<file path="config.mk">
export PLATFORM = sky130hd
export DESIGN_NAME = instr_fetch
export DESIGN_NICKNAME = d
export VERILOG_FILES = /design/src/rtl/instr_fetch.sv
export SDC_FILE = /design/constraint.sdc
export NUM_CORES = 1
export LEC_CHECK = 0
export ABC_AREA = 0
export CAP_MARGIN = 20
export CORE_MARGIN = 4
export CORE_UTILIZATION = 39
export DETAILED_ROUTE_END_ITERATION = 6
export PLACE_DENSITY_LB_ADDON = 0.2
export SETUP_SLACK_MARGIN = 0.1
export SYNTH_ARGS = -nofsm -noshare
export SYNTH_HDL_FRONTEND = slang
export SYNTH_SLANG_ARGS = --single-unit
</file>
<file path="constraint.sdc">
create_clock -name clk -period 1.85 [get_ports clk]
set_clock_uncertainty 0.15 [all_clocks]
set_input_delay 0.555 -clock clk [delete_from_list [all_inputs] [get_ports clk]]
set_output_delay 0.555 -clock clk [all_outputs]
set_load 0.02 [all_outputs]
</file>
<file path="src/rtl/instr_fetch.sv">
// BeeF instruction fetch stage: samples pc, runs a req/ack read against
// instruction memory and issues one word per fetch with a PC hold gate.
module instr_fetch #(
    parameter int         PCWidth  = 16,
    parameter logic [8:0] NOP_WORD = 9'h000,
    parameter int         TIMEOUT  = 64
) (
    input  logic               clk,
    input  logic               rst_n,
    input  logic [PCWidth-1:0] pc,
    input  logic               flush,
    output logic [PCWidth-1:0] imem_addr,
    output logic               imem_req,
    input  logic               imem_ack,
    input  logic [8:0]         imem_rdata,
    output logic [8:0]         instruction,
    output logic               instr_valid,
    output logic               pc_hold,
    output logic               fetch_timeout
);

    localparam int CntW = $clog2(TIMEOUT + 1);
    localparam logic [CntW-1:0] CntMax = CntW'(TIMEOUT);

    typedef enum logic [1:0] {
        LAUNCH,
        FETCH,
        ISSUE
    } state_e;

    state_e             state_q, state_d;
    logic [PCWidth-1:0] addr_q, addr_d;
    logic               req_q, req_d;
    logic [8:0]         instr_q, instr_d;
    logic               valid_q, valid_d;
    logic               hold_q, hold_d;
    logic               to_q, to_d;
    logic [CntW-1:0]    cnt_q, cnt_d;
    logic               drop_q, drop_d;

    always_comb begin
        state_d = state_q;
        addr_d  = addr_q;
        req_d   = req_q;
        instr_d = instr_q;
        valid_d = valid_q;
        hold_d  = hold_q;
        to_d    = to_q;
        cnt_d   = cnt_q;
        drop_d  = drop_q;
        unique case (state_q)
            LAUNCH: begin
                addr_d  = pc;
                req_d   = 1'b1;
                cnt_d   = '0;
                state_d = FETCH;
            end
            FETCH: begin
                if (imem_ack) begin
                    req_d = 1'b0;
                    if (!drop_q && !flush) begin
                        instr_d = imem_rdata;
                        valid_d = 1'b1;
                        hold_d  = 1'b0;
                        state_d = ISSUE;
                    end else begin
                        drop_d  = 1'b0;
                        state_d = LAUNCH;
                    end
                end else begin
                    if (flush) drop_d = 1'b1;
                    // Counter saturates; the FSM keeps waiting after timeout.
                    if (cnt_q != CntMax) cnt_d = cnt_q + 1'b1;
                    if (cnt_d == CntMax) to_d = 1'b1;
                end
            end
            ISSUE: begin
                instr_d = NOP_WORD;
                valid_d = 1'b0;
                hold_d  = 1'b1;
                state_d = LAUNCH;
            end
            default: state_d = LAUNCH;
        endcase
    end

    always_ff @(posedge clk or negedge rst_n) begin
        if (!rst_n) begin
            state_q <= LAUNCH;
            addr_q  <= '0;
            req_q   <= 1'b0;
            instr_q <= NOP_WORD;
            valid_q <= 1'b0;
            hold_q  <= 1'b1;
            to_q    <= 1'b0;
            cnt_q   <= '0;
            drop_q  <= 1'b0;
        end else begin
            state_q <= state_d;
            addr_q  <= addr_d;
            req_q   <= req_d;
            instr_q <= instr_d;
            valid_q <= valid_d;
            hold_q  <= hold_d;
            to_q    <= to_d;
            cnt_q   <= cnt_d;
            drop_q  <= drop_d;
        end
    end

    assign imem_addr     = addr_q;
    assign imem_req      = req_q;
    assign instruction   = instr_q;
    assign instr_valid   = valid_q;
    assign pc_hold       = hold_q;
    assign fetch_timeout = to_q;

endmodule

</file>
== After elaboration in Yosys (flattened, before gate mapping) ==
Index checks and enable logic that the tools add are counted.
W data, S select, Z words.
Operators by class
  add/sub/neg operators: 1
  bitwise operators: 1
  reduce and logical (&&, ||, !) cells: 12
  mux-type cells: 22
  eq/ne operators: 8
Operators by type and width (number)
  $mux W7: 4
  $mux W9: 2
  $pmux W9 S2: 1
  $pmux W7 S2: 1
  $reduce_and A3 Y1: 3
  $mux W1: 8
  $ne A2 B2 Y1 const B: 4
  $add A7 B1 Y7 const B: 1
  $eq A7 B7 Y1 const B: 1
  $ne A7 B7 Y1 const B: 1
  $pmux W1 S2: 3
  $reduce_bool A2 Y1: 3
  $mux W2: 2
  $pmux W2 S2: 1
  $reduce_and A2 Y1: 2
  $eq A2 B1 Y1 const B: 1
  $eq A2 B2 Y1 const B: 1
  $logic_not A1 Y1: 2
  $logic_not A2 Y1: 1
  $logic_and A1 B1 Y1: 1
  $not A1 Y1: 1
Word-level totals
  flip-flop bits (word level): 39
  output and inout port bits: 29
  input bits: 29
  word-level logic and storage cells: 53

== Longest topological paths before layout ==
  word-level depth: 6
  mapped depth: 6
  depth with buffers taken out: 6

== Worst setup path before layout ==
No wires, ideal clock.
  path kind: register -> register
  start point: register cnt_q[0]
  end point: register to_q, in the netlist fetch_timeout
  cell stages (with the launch flop): 6
  setup time: 0.092 ns
  setup slack: -0.145 ns
  data required time: 1.608 ns
  arrival time: 1.753 ns
  clock period less this slack: 1.995 ns
  path buffers: 0
  cells stage by stage: dfrtp_1 > ha_1 > nand3_4 > or3_1 > a2111o_1 > o31ai_2
Between the ends
  cells in the longest elaborated chain, start to end: 6
RTL lines
  start, declared: line 38  | logic [CntW-1:0] cnt_q, cnt_d;
  start signal, assigned: line 106  | cnt_q <= cnt_d;
  $add A7 B1 Y7 or $ne A7 B7 Y1 (tied branches): line 73  | if (cnt_q != CntMax) cnt_d = cnt_q + 1'b1;
  $mux W7 *: line 73
  $mux W7 *: line 59  | if (imem_ack) begin
  $mux W7 *: line 51  | unique case (state_q)
  $eq A7 B7 Y1 *: line 74  | if (cnt_d == CntMax) to_d = 1'b1;
  $reduce_and A3 Y1 (no line) *
  end signal, assigned: line 105  | to_q <= to_d;
  end, declared: line 37  | logic to_q, to_d;
Every way passes the cells marked *; elsewhere a longest branch is shown, timed or not. The select of a mux whose other input is x is not followed.
A chain may end at the register's enable or synchronous reset.

== Worst setup path after layout ==
Same ends and word-level chain as after synthesis.

==> reports/metrics.cfg <==
[status]
status = finished clean

[sta]
rsz0062_at_grt = yes
fin_crit_sh = 0.967
min_period_ps = 1790
fin_tns_setup_ps = 0
worstMarginPinSlew_ps = 440
relSlewSlack = 0.707
postLayoutSetupSlackWorst_ps = 61.3
drv_slew = 0
hold_viol_final = 0
setup_viol = 0
max_freq_ghz = 0.559

[clocking]
clkTransAtPathRegs_ps = 80
numCtsBuffers = 5
worstSkewPairLatency_ps = 280
cts_hold_buffers = 0
cts_htree_levels = 2
tritoncts = built
cts_root_buf = clkbuf_8
cts_max_path_buffers = 2
clkSinkCount = 39

[worst_hold_path]
hp-class = input pin to asynchronous set/reset pin

[global_route]
grt_remaining_overflow = 0
grt_max_degree = 24
antenna_found_initial = 0
grt_pass1_wl_mm = 6.65
grt_pass1_vias = 1475
track_usage = 0.161

[detailed_routing]
routedWlPerCell_um = 14.3
vias = 1385
drc = 0
wl_mm = 4.03
drt_first_pass_iters = 4
drtIter0Drc = 67
vias_per_cell = 4.91
antenna_left = 0

[place]
dpl_cell_area_um2 = 2470
hpwlAfterDp_mm = 3.03
port_buffers = 57
dp_cells = 268
gp_congestion = 0.995
place_ws_ps = -326

[pwr]
switching_power_mw = 1.44
sequentialPowerShare = 0.359
ir_worst_vdd_v = 0.000782
pwr-share-comb = 0.466
leakage_nw = 1.21
power.density_nw_per_um2 = 1510
pwr-share-clk = 0.175
switching_share = 0.366
p_int_mw = 2.50

[floorplan]
core_area_um2 = 4120
io_pins = 58
start_util = 0.415
die_h_um = 74.2
die_area_um2 = 5500
num_rows = 23
dieWidth_um = 74.2

[yosys]
synth-seq-cells = 39
synthesis.nets = 184
synth_compound_area_frac = 0.127
yosys.area_share.adder = 0.0147
synth_seq_area_share = 0.572
syn_avg_cell_area_um2 = 11.2
synth_top_family_by_area = compound AO/OA/AOI/OAI gates
synth_cell_types = 38
yosysWarnings = 0
synth-xor-area-share = 0.0154
synthCells = 153
netlist_area_um2 = 1710
synth_mux_area_frac = 0.105
synth-simple-area-share = 0.121

[critical_path]
cp-end-kind = flop
cp.arrival_ps = 1800
startpoint_type = flop
crit_fanout = 4
worstSetupPathType = flop to flop
cp_data_required_time_ps = 1870

[flow_run]
cap_violations = 0

[cells_and_area]
drive_above_1_share = 0.259
fin_nets = 262
final_core_util = 0.635
antenna_cells = 0
area_delta_synth_final_pct = 53.0
design_area_um2 = 2610
final_cells = 282

## final cells by class
cell class | count | area (µm²)
timing repair buffer | 75 | 708
tap | 50 | 62.6
clock buffer | 5 | 68.8
inverter | 16 | 60.1
multi-input combinational | 94 | 689
sequential | 39 | 980
clock inverter | 3 | 43.8
fill | 340 | 1500
## per-stage QoR
step | power, mW | hold slack, ps
2_1_floorplan | 2.40 | 109
3_3_place_gp | 3.33 | 296
3_5_place_dp | 3.40 | 299
4_1_cts | 3.93 | 49.0
5_1_grt | 4.21 | 65.4
6_report | 3.94 | 50.7
## state kept, by name (all words and copies together) (netlist names)
| register | count |
|---|---|
| imem_req | 1 |
| fetch_timeout | 1 |
| state_q | 2 |
| pc_hold | 1 |
| instr_valid | 1 |
| cnt_q | 7 |
| drop_q | 1 |
| imem_addr | 16 |
| instruction | 9 |
## timing repair
item	in CTS	in global routing
pin swaps	3	1
buffers inserted	3	3
gates resized for setup	34	15
endpoints found under the setup margin	35	13
## routing by layer
metal  vias to the layer above  track usage  share of wire
li1                        685            -              -
met1                       650        0.197           0.41
met2                        48        0.264           0.50
met3                         2       0.0622          0.075
met4                         0       0.0503         0.0047
met5                         -            0              0
## critical path, stage by stage (launching register included)
cell       delay, ps
dfrtp_2          440
inv_1             70
ha_2             180
nand4bb_1        190
buf_4            200
o211ai_1         180
o31a_1           200
o31ai_2           70
## power groups by stage
stage | clock network [mW] | logic, mW | registers, mW
floorplan | 0 | 0.623 | 1.78
global placement | 0 | 1.91 | 1.42
detailed placement | 0 | 1.95 | 1.45
CTS | 0.720 | 1.80 | 1.41
global route | 0.766 | 1.98 | 1.47
finish | 0.690 | 1.83 | 1.41
## cell usage in the layout, fill, tap and decap left out, types with 2 or more instances in the layout
| master | n |
|---|---|
| dfrtp_2 | 2 |
| o21ai_2 | 2 |
| dfrtp_1 | 36 |
| clkbuf_8 | 5 |
| buf_12 | 3 |
| buf_4 | 15 |
| xor2_1 | 2 |
| nand3_1 | 10 |
| nor2_1 | 8 |
| mux2_2 | 16 |
| nand2_1 | 8 |
| dlygate4sd2_1 | 20 |
| buf_2 | 2 |
| clkdlybuf4s15_1 | 9 |
| o21ai_0 | 18 |
| a21oi_1 | 4 |
| inv_1 | 15 |
| clkdlybuf4s50_1 | 26 |
## Yosys cell counts
library cell	n	area (µm²)
nor2_1	8	30.0
and3_2	1	7.51
nand2b_1	1	6.26
inv_1	16	60.1
a2111o_1	1	11.3
o31ai_1	1	7.51
o21bai_1	1	7.51
dfrtp_1	38	951
o2bb2ai_1	1	8.76
o31a_1	1	8.76
nand2_1	8	30.0
nor2b_1	1	6.26
or3_1	1	6.26
xor2_1	2	17.5
a21oi_1	4	20.0
mux2_2	16	180
o21ai_0	19	95.1
buf_2	1	5.00
a22o_1	1	8.76
nand4_1	1	6.26
a22oi_1	1	7.51
clkbuf_1	2	7.51
o21a_1	1	7.51
dfstp_2	1	26.3
or2_2	1	6.26
nand4bb_1	1	11.3
a21o_2	1	8.76
nand3_1	10	50.1
o21ai_1	1	5.00
nor3b_1	2	15.0
o211ai_1	1	7.51
ha_1	2	25.0
xnor2_1	1	8.76
buf_1	1	3.75
o31ai_2	1	12.5
or3b_2	1	8.76
nor3_1	1	5.00
nand3_4	1	17.5
## cells by family (layout without fill, tap and decap cells)
| kind of cell | after synthesis | in the layout |
|---|---|---|
| buffers and inverters | 20 | 99 |
| DFF | 39 | 39 |
| AOI/OAI and AO/OA | 35 | 35 |
| xor gates and xnor gates | 3 | 3 |
| and+or+nand+nor | 38 | 38 |
| adders and majority gates | 2 | 2 |
| muxes | 16 | 16 |
## worst paths after layout
kind / startpoint / slack [ps] / to / cells after the start
min in group clk: pc_hold / 310 / pc_hold / 2
hold / removal: rst_n / 50 / instruction[3] / 1
setup reg to reg: cnt_q[0] / 60 / fetch_timeout / 7
max in group asynchronous: rst_n / 960 / pc_hold / 2
hold reg to reg: pc_hold / 310 / pc_hold / 2
setup / recovery: cnt_q[0] / 60 / fetch_timeout / 7
Note: power is estimated with default switching activity, not from simulation.
==> RTL change: new RTL, same flow settings <==
Set the parameter `TIMEOUT` to 32 (it was 64).
--- a/src/rtl/instr_fetch.sv
+++ b/src/rtl/instr_fetch.sv
@@ -3,7 +3,7 @@
 module instr_fetch #(
     parameter int         PCWidth  = 16,
     parameter logic [8:0] NOP_WORD = 9'h000,
-    parameter int         TIMEOUT  = 64
+    parameter int         TIMEOUT  = 32
 ) (
     input  logic               clk,
     input  logic               rst_n,
Behaviour: same outputs for any inputs over 10 cycles, from zero or initial values and one cycle with rst_n low; that may be too few to reach the edited logic, so the function may still have changed.
==> RTL change against the unedited design <==
  * Register-to-register slack better by 0.09 ns
  * Via count is 1.0% lower
  * Die area is 3.3% lower
  * Non-clock buffer count is 7 lower
  * Cell area is 6.5% lower
  * Total power is 26% lower
  * Setup slack better by 0.073 ns
  * Synthesized area is 3.7% lower
  * Sequential cell count is 1 lower
  * Maximum frequency is 4.2% higher
  * Wire length is 6.1% lower
  * Combinational power is 44% lower
  * Largest power group is now sequential cells
  * Final cell count is 5.7% lower
==> RTL change: results (changes against the unedited design) <==
stage,metric,value,unit,change
layout,Fillers,347,,was 340
logic_synthesis,Post-synth EDFFs,0,,unchanged
routing,Via Count,1371,,was 1385
grt,vias in the first global route,1326,,was 1475
placed_design,placed cells,254,,was 268
grt,gr usage total,14.70,%,was 16.12%
status,outcome,"complete, no violations",,unchanged
grt,first-pass GRT wire length,6.085,mm,was 6.651 mm
routing,routed vias/inst,5.154,,was 4.911
grt,largest net degree at the start of global routing,23,,was 24
worst_setup_path,Reg2Reg Setup Slack,0.15,ns,was 0.06 ns
worst_setup_path,CP arrival,1.01,ns,was 1.80 ns
clock_tree,Num CTS Buffers,5,,unchanged
logic_synthesis,synth top area cells,"dfrtp_1 (56%), mux2_2 (11%), nand2_1 (5.9%)",,"was dfrtp_1 (56%), mux2_2 (11%), o21ai_0 (5.6%)"
logic_synthesis,Synth cell types,35,,was 38
clock_tree,Root Buffer,clkbuf_8,,unchanged
power,worst vdd ir,0.0006368,V,was 0.0007823 V
placed_design,Port Buffer Count,57,,unchanged
layout,max FFs per register,16,,unchanged
clock_tree,clk buf depth,2,,unchanged
power,Pleak,1.076,nW,was 1.214 nW
placed_design,placed inst area,0.002327,mm2,was 0.002469 mm2
grt,initial antenna violation count,0,,unchanged
worst_setup_path,top cell family by delay on the critical path,flip-flops,,was compound AO/OA/AOI/OAI gates
logic_synthesis,synth cell count leaders,"dfrtp_1 (37), nand2_1 (26), mux2_2 (16), o21ai_0 (16), a21oi_1 (6)",,"was dfrtp_1 (38), o21ai_0 (19), inv_1 (16), mux2_2 (16), nand3_1 (10)"
routing,DR WL/cell,14.23,um,was 14.30 um
routing,DRT iter0 DRCs,54,,was 67
placed_design,Post-Place Worst Slack,-0.2546,ns,was -0.3262 ns
placed_design,dpl hpwl,2.711,mm,was 3.026 mm
logic_synthesis,Synth async-reset ratio,100.0,%,unchanged
worst_setup_path,Crit Path Max Fanout,2,,was 4
logic_synthesis,Synth Warn #,0,,unchanged
logic_synthesis,syn nets,178,,was 184
worst_setup_path,CP max-delay cell,dfrtp_1,,was dfrtp_2
worst_setup_path,Max stage delay on crit path,0.40,ns,was 0.44 ns
sta,Least-Margin Pin Slew,0.4481,ns,was 0.4396 ns
sta,final worst-path cycle share,92.77,%,was 96.69%
layout,layout cell share with drive strength beyond 1,21.30,%,was 25.86%
placed_design,routability cong.,0.8700,,was 0.9952
hold_path,worst min path class,input port to async pin,,unchanged
job,max-cap violations,0,,unchanged
clock_tree,CTS H-tree depth,2,,unchanged
logic_synthesis,prevailing post-synth register cell,dfrtp_1,,unchanged
logic_synthesis,"Seq/Total Area, Yosys",57.87,%,was 57.22%
worst_setup_path,reg2reg path depth,6,,was 7
layout,Nets,246,,was 262
logic_synthesis,average cell area after synthesis,11.19,um2,was 11.16 um2
-- RTL change: cell types whose count changed after synthesis, sizes merged, moves of 2 or more --
cell | unedited run | this run
a21oi | 4 | 6
nor4 | 0 | 2
clkbuf | 2 | 4
nand2 | 8 | 26
xor2 | 2 | 0
inv | 16 | 5
nor2 | 8 | 4
nand3 | 11 | 2
o21ai | 20 | 16
-- RTL change: per-layer routing --
metal | vias to the layer above | part of all wire, % | GRT usage, %
met1 | 648 | 42 | 18.42
met3 | 7 | 9.2 | 5.647
met2 | 60 | 47 | 23.05
met4 | 0 | 1.6 | 5.533
met5 | - | 0 | 0
li1 | 656 | - | -
-- RTL change: stage by stage --
step,hold WS [ns],util [%]
finish,0.03118,60.65
global route,0.04650,60.65
CTS,0.03522,59.53
detailed placement,0.3286,57.76
global placement,0.3116,57.76
floorplan,0.1094,-
-- RTL change: path summary, 6_finish.rpt --
kind,endpoint,from
worst max register to register,fetch_timeout,cnt_q[0]
worst min register to register,instr_valid,instr_valid
worst max-delay path,instruction[3],instruction[3]
min in group clk,instr_valid,instr_valid
max in group asynchronous,pc_hold,rst_n
worst min-delay path,imem_addr[0],rst_n
-- RTL change: logic make-up (layout without fill, tap and decap cells) --
| kind of cell | Yosys count | after routing | synth area share (%) |
|---|---|---|---|
| adders and majority gates | 2 | 2 | 1.521 |
| AOI/OAI and AO/OA | 35 | 35 | 13.08 |
| buffers and inverters | 12 | 81 | 2.965 |
| DFF | 38 | 38 | 57.87 |
| muxes | 16 | 16 | 10.95 |
| and+or+nand+nor | 44 | 44 | 13.61 |
-- RTL change: repair_timing --
| item | in CTS | in global routing |
|---|---|---|
| gates cloned | 0 | 2 |
| setup buffers | 0 | 2 |
| pin swaps | 0 | 4 |
| resized for setup | 34 | 16 |
| setup endpoints to repair | 30 | 10 |
| hold buffers | 0 | 0 |
-- RTL change: power breakdown --
| group | switching (mW) | total (mW) | internal (mW) | leakage, nW |
|---|---|---|---|---|
| Sequential | 0.147 | 1.22 | 1.08 | 0.462 |
| Clock | 0.263 | 0.666 | 0.403 | 0.0524 |
| Combinational | 0.565 | 1.03 | 0.469 | 0.562 |
| Total | 0.976 | 2.92 | 1.95 | 1.08 |
-- RTL change: worst reg2reg max path, cell delays in order (launching register included) --
cell and delay [ns]:
dfrtp_2 0.45, inv_2 0.08, ha_1 0.15, nand4bb_1 0.20, nor2_2 0.25, a21oi_1 0.10
a211oi_1 0.22
-- RTL change: area by class of cell --
class	count	share of cell area, %
clock buffer	7	3.123
timing repair buffer	68	25.96
clock inverter	1	1.229
multi-input combinational	97	27.24
inverter	5	0.7681
sequential	38	39.12
tap	50	2.560
